**src/rtl/cache_miss_handler.sv**
```systemverilog
// Single-outstanding read front-end for the CLOCK cache: lookup on ch1, on miss fetch from memory,
// install via ch1 write (waiting out eviction), then respond. All outputs are registered.
module cache_miss_handler #(
   parameter int ADDR_WIDTH = 8,
   parameter int LINE_WIDTH = 32,
   parameter int WR_TIMEOUT = 16
) (
   input  logic                  i_clock,
   input  logic                  i_reset,
   input  logic                  i_req_valid,
   output logic                  o_req_ready,
   input  logic [ADDR_WIDTH-1:0] i_req_addr,
   output logic                  o_resp_valid,
   input  logic                  i_resp_ready,
   output logic [LINE_WIDTH-1:0] o_resp_data,
   output logic                  o_resp_from_mem,
   output logic                  o_resp_err,
   output logic [ADDR_WIDTH-1:0] o_c_addr,
   output logic [LINE_WIDTH-1:0] o_c_wdata,
   output logic                  o_c_read,
   output logic                  o_c_write,
   input  logic                  i_c_hit,
   input  logic [LINE_WIDTH-1:0] i_c_rdata,
   output logic                  o_mem_req_valid,
   input  logic                  i_mem_req_ready,
   output logic [ADDR_WIDTH-1:0] o_mem_req_addr,
   input  logic                  i_mem_resp_valid,
   input  logic [LINE_WIDTH-1:0] i_mem_resp_data
);

   localparam int CW = $clog2(WR_TIMEOUT + 1);
   localparam logic [CW-1:0] CNT_LAST = CW'(WR_TIMEOUT - 1);
   localparam logic [CW-1:0] CNT_MAX  = CW'(WR_TIMEOUT);

   typedef enum logic [2:0] {
      S_IDLE, S_LOOKUP, S_CHECK, S_MEM_REQ, S_MEM_WAIT, S_FILL, S_RESP
   } state_t;

   state_t                r_state;
   logic [ADDR_WIDTH-1:0] r_addr_q;
   logic [LINE_WIDTH-1:0] r_data_q;
   logic [CW-1:0]         r_cnt;
   logic                  r_req_ready;
   logic                  r_resp_valid;
   logic [LINE_WIDTH-1:0] r_resp_data;
   logic                  r_resp_from_mem;
   logic                  r_resp_err;
   logic [ADDR_WIDTH-1:0] r_c_addr;
   logic [LINE_WIDTH-1:0] r_c_wdata;
   logic                  r_c_read;
   logic                  r_c_write;
   logic                  r_mem_req_valid;
   logic [ADDR_WIDTH-1:0] r_mem_req_addr;

   // The cache's hit register only reflects our write from the second FILL edge on.
   logic w_fill_hit;
   assign w_fill_hit = (r_cnt != '0) && i_c_hit;

   always_ff @(posedge i_clock or posedge i_reset) begin
      if (i_reset) begin
         r_state         <= S_IDLE;
         r_addr_q        <= '0;
         r_data_q        <= '0;
         r_cnt           <= '0;
         r_req_ready     <= 1'b1;
         r_resp_valid    <= 1'b0;
         r_resp_data     <= '0;
         r_resp_from_mem <= 1'b0;
         r_resp_err      <= 1'b0;
         r_c_addr        <= '0;
         r_c_wdata       <= '0;
         r_c_read        <= 1'b0;
         r_c_write       <= 1'b0;
         r_mem_req_valid <= 1'b0;
         r_mem_req_addr  <= '0;
      end else begin
         case (r_state)
            S_IDLE: begin
               if (i_req_valid) begin
                  r_addr_q    <= i_req_addr;
                  r_req_ready <= 1'b0;
                  r_c_read    <= 1'b1;
                  r_c_addr    <= i_req_addr;
                  r_state     <= S_LOOKUP;
               end
            end
            S_LOOKUP: begin
               r_c_read <= 1'b0;
               r_c_addr <= '0;
               r_state  <= S_CHECK;
            end
            S_CHECK: begin
               if (i_c_hit) begin
                  r_resp_valid    <= 1'b1;
                  r_resp_data     <= i_c_rdata;
                  r_resp_from_mem <= 1'b0;
                  r_state         <= S_RESP;
               end else begin
                  r_mem_req_valid <= 1'b1;
                  r_mem_req_addr  <= r_addr_q;
                  r_state         <= S_MEM_REQ;
               end
            end
            S_MEM_REQ: begin
               if (i_mem_req_ready) begin
                  r_mem_req_valid <= 1'b0;
                  r_mem_req_addr  <= '0;
                  r_state         <= S_MEM_WAIT;
               end
            end
            S_MEM_WAIT: begin
               if (i_mem_resp_valid) begin
                  r_data_q  <= i_mem_resp_data;
                  r_c_write <= 1'b1;
                  r_c_addr  <= r_addr_q;
                  r_c_wdata <= i_mem_resp_data;
                  r_cnt     <= '0;
                  r_state   <= S_FILL;
               end
            end
            S_FILL: begin
               // Timing out on edge WR_TIMEOUT keeps c_write asserted for exactly WR_TIMEOUT edges.
               if (w_fill_hit || r_cnt == CNT_LAST) begin
                  r_c_write       <= 1'b0;
                  r_c_addr        <= '0;
                  r_c_wdata       <= '0;
                  r_resp_valid    <= 1'b1;
                  r_resp_data     <= r_data_q;
                  r_resp_from_mem <= 1'b1;
                  r_resp_err      <= !w_fill_hit;
                  r_state         <= S_RESP;
               end
               if (r_cnt != CNT_MAX) r_cnt <= r_cnt + CW'(1);
            end
            S_RESP: begin
               if (i_resp_ready) begin
                  r_resp_valid    <= 1'b0;
                  r_resp_data     <= '0;
                  r_resp_from_mem <= 1'b0;
                  r_resp_err      <= 1'b0;
                  r_req_ready     <= 1'b1;
                  r_state         <= S_IDLE;
               end
            end
            default: r_state <= S_IDLE;
         endcase
      end
   end

   assign o_req_ready     = r_req_ready;
   assign o_resp_valid    = r_resp_valid;
   assign o_resp_data     = r_resp_data;
   assign o_resp_from_mem = r_resp_from_mem;
   assign o_resp_err      = r_resp_err;
   assign o_c_addr        = r_c_addr;
   assign o_c_wdata       = r_c_wdata;
   assign o_c_read        = r_c_read;
   assign o_c_write       = r_c_write;
   assign o_mem_req_valid = r_mem_req_valid;
   assign o_mem_req_addr  = r_mem_req_addr;

endmodule
```
**config.mk**
```make
export PLATFORM = sky130hd
export DESIGN_NAME = cache_miss_handler
export DESIGN_NICKNAME = d
export VERILOG_FILES = /design/src/rtl/cache_miss_handler.sv
export SDC_FILE = /design/constraint.sdc
export NUM_CORES = 1
export LEC_CHECK = 0
export ABC_CLOCK_PERIOD_IN_PS = 4300
export CORE_UTILIZATION = 50
export CTS_CLUSTER_DIAMETER = 80
export DETAILED_ROUTE_END_ITERATION = 8
export DONT_BUFFER_PORTS = 1
export GPL_ROUTABILITY_DRIVEN = 0
export PLACE_DENSITY = 0.68
export SLEW_MARGIN = 15
export SYNTH_ARGS = -nofsm -noshare
export SYNTH_HDL_FRONTEND = slang
export SYNTH_SLANG_ARGS = --single-unit
export TNS_END_PERCENT = 100
```
**constraint.sdc**
```tcl
create_clock -name i_clock -period 4.3 [get_ports i_clock]
set_input_delay 0.645 -clock i_clock [delete_from_list [all_inputs] [get_ports i_clock]]
set_output_delay 0.645 -clock i_clock [all_outputs]
set_load 0.005 [all_outputs]
```
==> impl_metrics.csv <==
group,metric,value,unit
cts,cts_resized,0,
route,drt-initial-drc-count,254,
sta,rsz0062_at_grt,"false",
cts,clk_pin_slew_worst_paths,60,ps
critical_path,end_kind,"register",
placed_design,dp_hpwl,10300,um
sta,fin_tns_setup,0,ps
critical_path,reg2reg_slack,1440,ps
cts,cts.sinks,135,
layout,multi_input_area,0.00289,mm^2
die,die_h,116,um
cts,post-cts-setup-buffer-count,0,
cts,cts_root_buf,"clkbuf_16",
grt,track_usage,0.240,
sta,worstMarginPinSlew,947,ps
synth,synth_area_leader_cell,"dfrtp_1",
critical_path,critical_path_class,"reg -> reg",
layout,fill_cells,1083,
layout,regArea,0.00338,mm^2
grt,grt_max_degree,105,
route,drc,0,
route,ant_nets,0,
synth,syn-cell-area,0.00649,mm^2
die,rows,41,
synth,synthFlopType,"dfrtp_1",
die,io_pins,166,
cts,cts_buffers,17,
layout,area_growth,10.1,%
cts,cts_buffer_depth,2,
route,viasPerCell,6.05,
synth,syn_area_per_cell,10.9,um^2
sta,fin_crit_sh,0.666,
cts,cts_htree_levels,4,
die,fp.dieW,116,um
route,routed-via-count,4585,
route,first_pass_iters,5,
critical_path,worstPathArrival,3160,ps
sta,finalClockSkew,6.57,ps
die,core_area,0.0126,mm^2
job,drv_cap,0,
synth,synthArstFlopShare,1.00,
sta,hold_ws,280,ps
worst_hold_path,hold_class,"in -> async",
critical_path,reg2reg_from,"r_cnt[0]",
critical_path,critPathMaxFanout,32,
critical_path,r2r-end,"o_resp_data[0]",
grt,antenna_found_initial,0,
cts,clk_latency,420,ps
synth,ys_warn_count,0,
synth,ys_types,41,
synth,synth_top_area_share,0.517,
sta,fin_ws,1440,ps
synth,syn_inst,593,
route,wirelength,15500,um
grt,grt-ovfl-total,0,
power,power_density,833,mW/mm^2
layout,nNetsFinal,655,
cts,cts_hold_buf,0,
critical_path,reg2reg_depth,6,
grt,grt_pass1_wl,24300,um
layout,drive_gt1_frac,0.222,
synth,synthTopCellsByArea,"dfrtp_1 52%, mux2_2 14%, o2bb2ai_1 4.3%, o21ai_0 4.1%, nor2b_1 4.0%",
route,wl_per_cell,20.5,um
sta,max_freq,0.349,GHz
die,start_util,0.514,
sta,hold_violations,0,
critical_path,critPathRequiredTime,4600,ps
synth,yosysSeqAreaShare,0.521,
layout,final_cell_mix,"132 x dfrtp_1, 79 x mux2_2, 53 x o21ai_0, 52 x nand2_1, 51 x a21oi_1",
critical_path,cp_slowest_cell,"a32o_2",
sta,layout_min_cycle_time,2860,ps
placed_design,pre_cts_ws,1440,ps
synth,mappedNetlistNets,675,
sta,finalSetupViolations,0,
die,dieArea,0.0134,mm^2
layout,diodes,0,
status,run_status,"complete, no violations",
sta,slew_violations,0,
layout,final_common_cell,"dfrtp_1",
critical_path,slowest_delay,860,ps
critical_path,startpoint_type,"register",
sta,max_slew_margin,0.368,
power,ir_drop,0.000361,V
synth,synth_seq_cells,135,
cts,cts_tree,"yes",
synth,synth_edf_count,0,
power,power_leakage,2.96,nW
critical_path,cp_cell_sequence,"inv_1, ha_1, or4b_4, a21oi_1, a32o_2, mux2_2",
placed_design,numPortBuffers,0,
grt,grt_pass1_vias,4645,
[cell type report]
cell class                      count  area share
Clock buffer                       23      0.0655
Inverter                            5     0.00333
Timing Repair Buffer                9     0.00946
Tap cell                          172      0.0301
Sequential cell                   135       0.473
Clock inverter                      9      0.0140
Multi-Input combinational cell    405       0.404
[metrics by stage]
step	total power, mW	utilization	std cells	instance area (um^2)
final	5.95	0.566	758	7140
after global routing	6.34	0.566	758	7140
after CTS	5.99	0.566	758	7140
after detailed placement	4.58	0.521	726	6580
after global placement	4.46	0.521	726	6580
after floorplan	4.07	-	593	6490
[sequential cells by signal, indices dropped and copies added (netlist names)]
register,flops
o_c_wdata,32
o_resp_data,32
r_data_q,32
o_c_addr,8
o_mem_req_addr,8
r_addr_q,8
r_cnt,5
r_state,3
o_c_read,1
o_c_write,1
o_mem_req_valid,1
o_req_ready,1
o_resp_err,1
o_resp_from_mem,1
o_resp_valid,1
[power by group]
group / internal, mW / switching (mW) / leakage [nW]
Combinational: 1.02 / 1.00 / 1.08
Sequential: 1.93 / 0.613 / 1.60
Clock: 0.877 / 0.513 / 0.277
Total: 3.82 / 2.13 / 2.96
[cell usage after synthesis (6+ instances only)]
master and count:
a21oi_1 51, a22o_1 11, a22oi_1 32, buf_2 8
clkbuf_1 36, dfrtp_1 134, mux2_2 79, nand2_1 52
nand2b_1 6, nor2_1 10, nor2b_1 42, o21ai_0 53
o2bb2ai_1 32
[critical path: cells and delay by family, from the launching register on]
kind,cells,cell delay (ps)
AOI/OAI and AO/OA,2,1130
and+or+nand+nor,1,480
muxes,1,420
DFF,1,400
adders and majority gates,1,180
buffers and inverters,1,110
[layer usage]
| layer | routed length (um) | vias up | GRT usage | part of all wire |
|---|---|---|---|---|
| met2 | 7320 | 211 | 0.379 | 0.47 |
| met1 | 6000 | 2241 | 0.284 | 0.39 |
| met5 | 0 | - | 0 | 0 |
| li1 | - | 2108 | - | - |
| met3 | 1900 | 25 | 0.108 | 0.12 |
| met4 | 285 | 0 | 0.101 | 0.018 |
[worst max path at each step]
stage / startpoint / end / slack, ps / cells past startpoint
detailed placement: r_cnt[0] / o_resp_data[24] / 1440 / 6
CTS: r_cnt[0] / o_resp_data[24] / 1440 / 6
global route: r_cnt[1] / o_resp_data[11] / 1250 / 6
floorplan: i_reset / o_c_addr[0] / 50 / 1
global placement: r_cnt[0] / o_resp_data[5] / 1520 / 6
finish: r_cnt[0] / o_resp_data[0] / 1440 / 6
[logic make-up after synthesis]
kind of cell    after synthesis  share of synthesized area
mux                          83                      0.143
simple gates                126                     0.0993
fa+ha+maj                     3                    0.00578
compound gates              193                      0.194
buf+inv                      53                     0.0368
flops                       135                      0.521
Note: power is estimated with default switching activity, not from simulation.
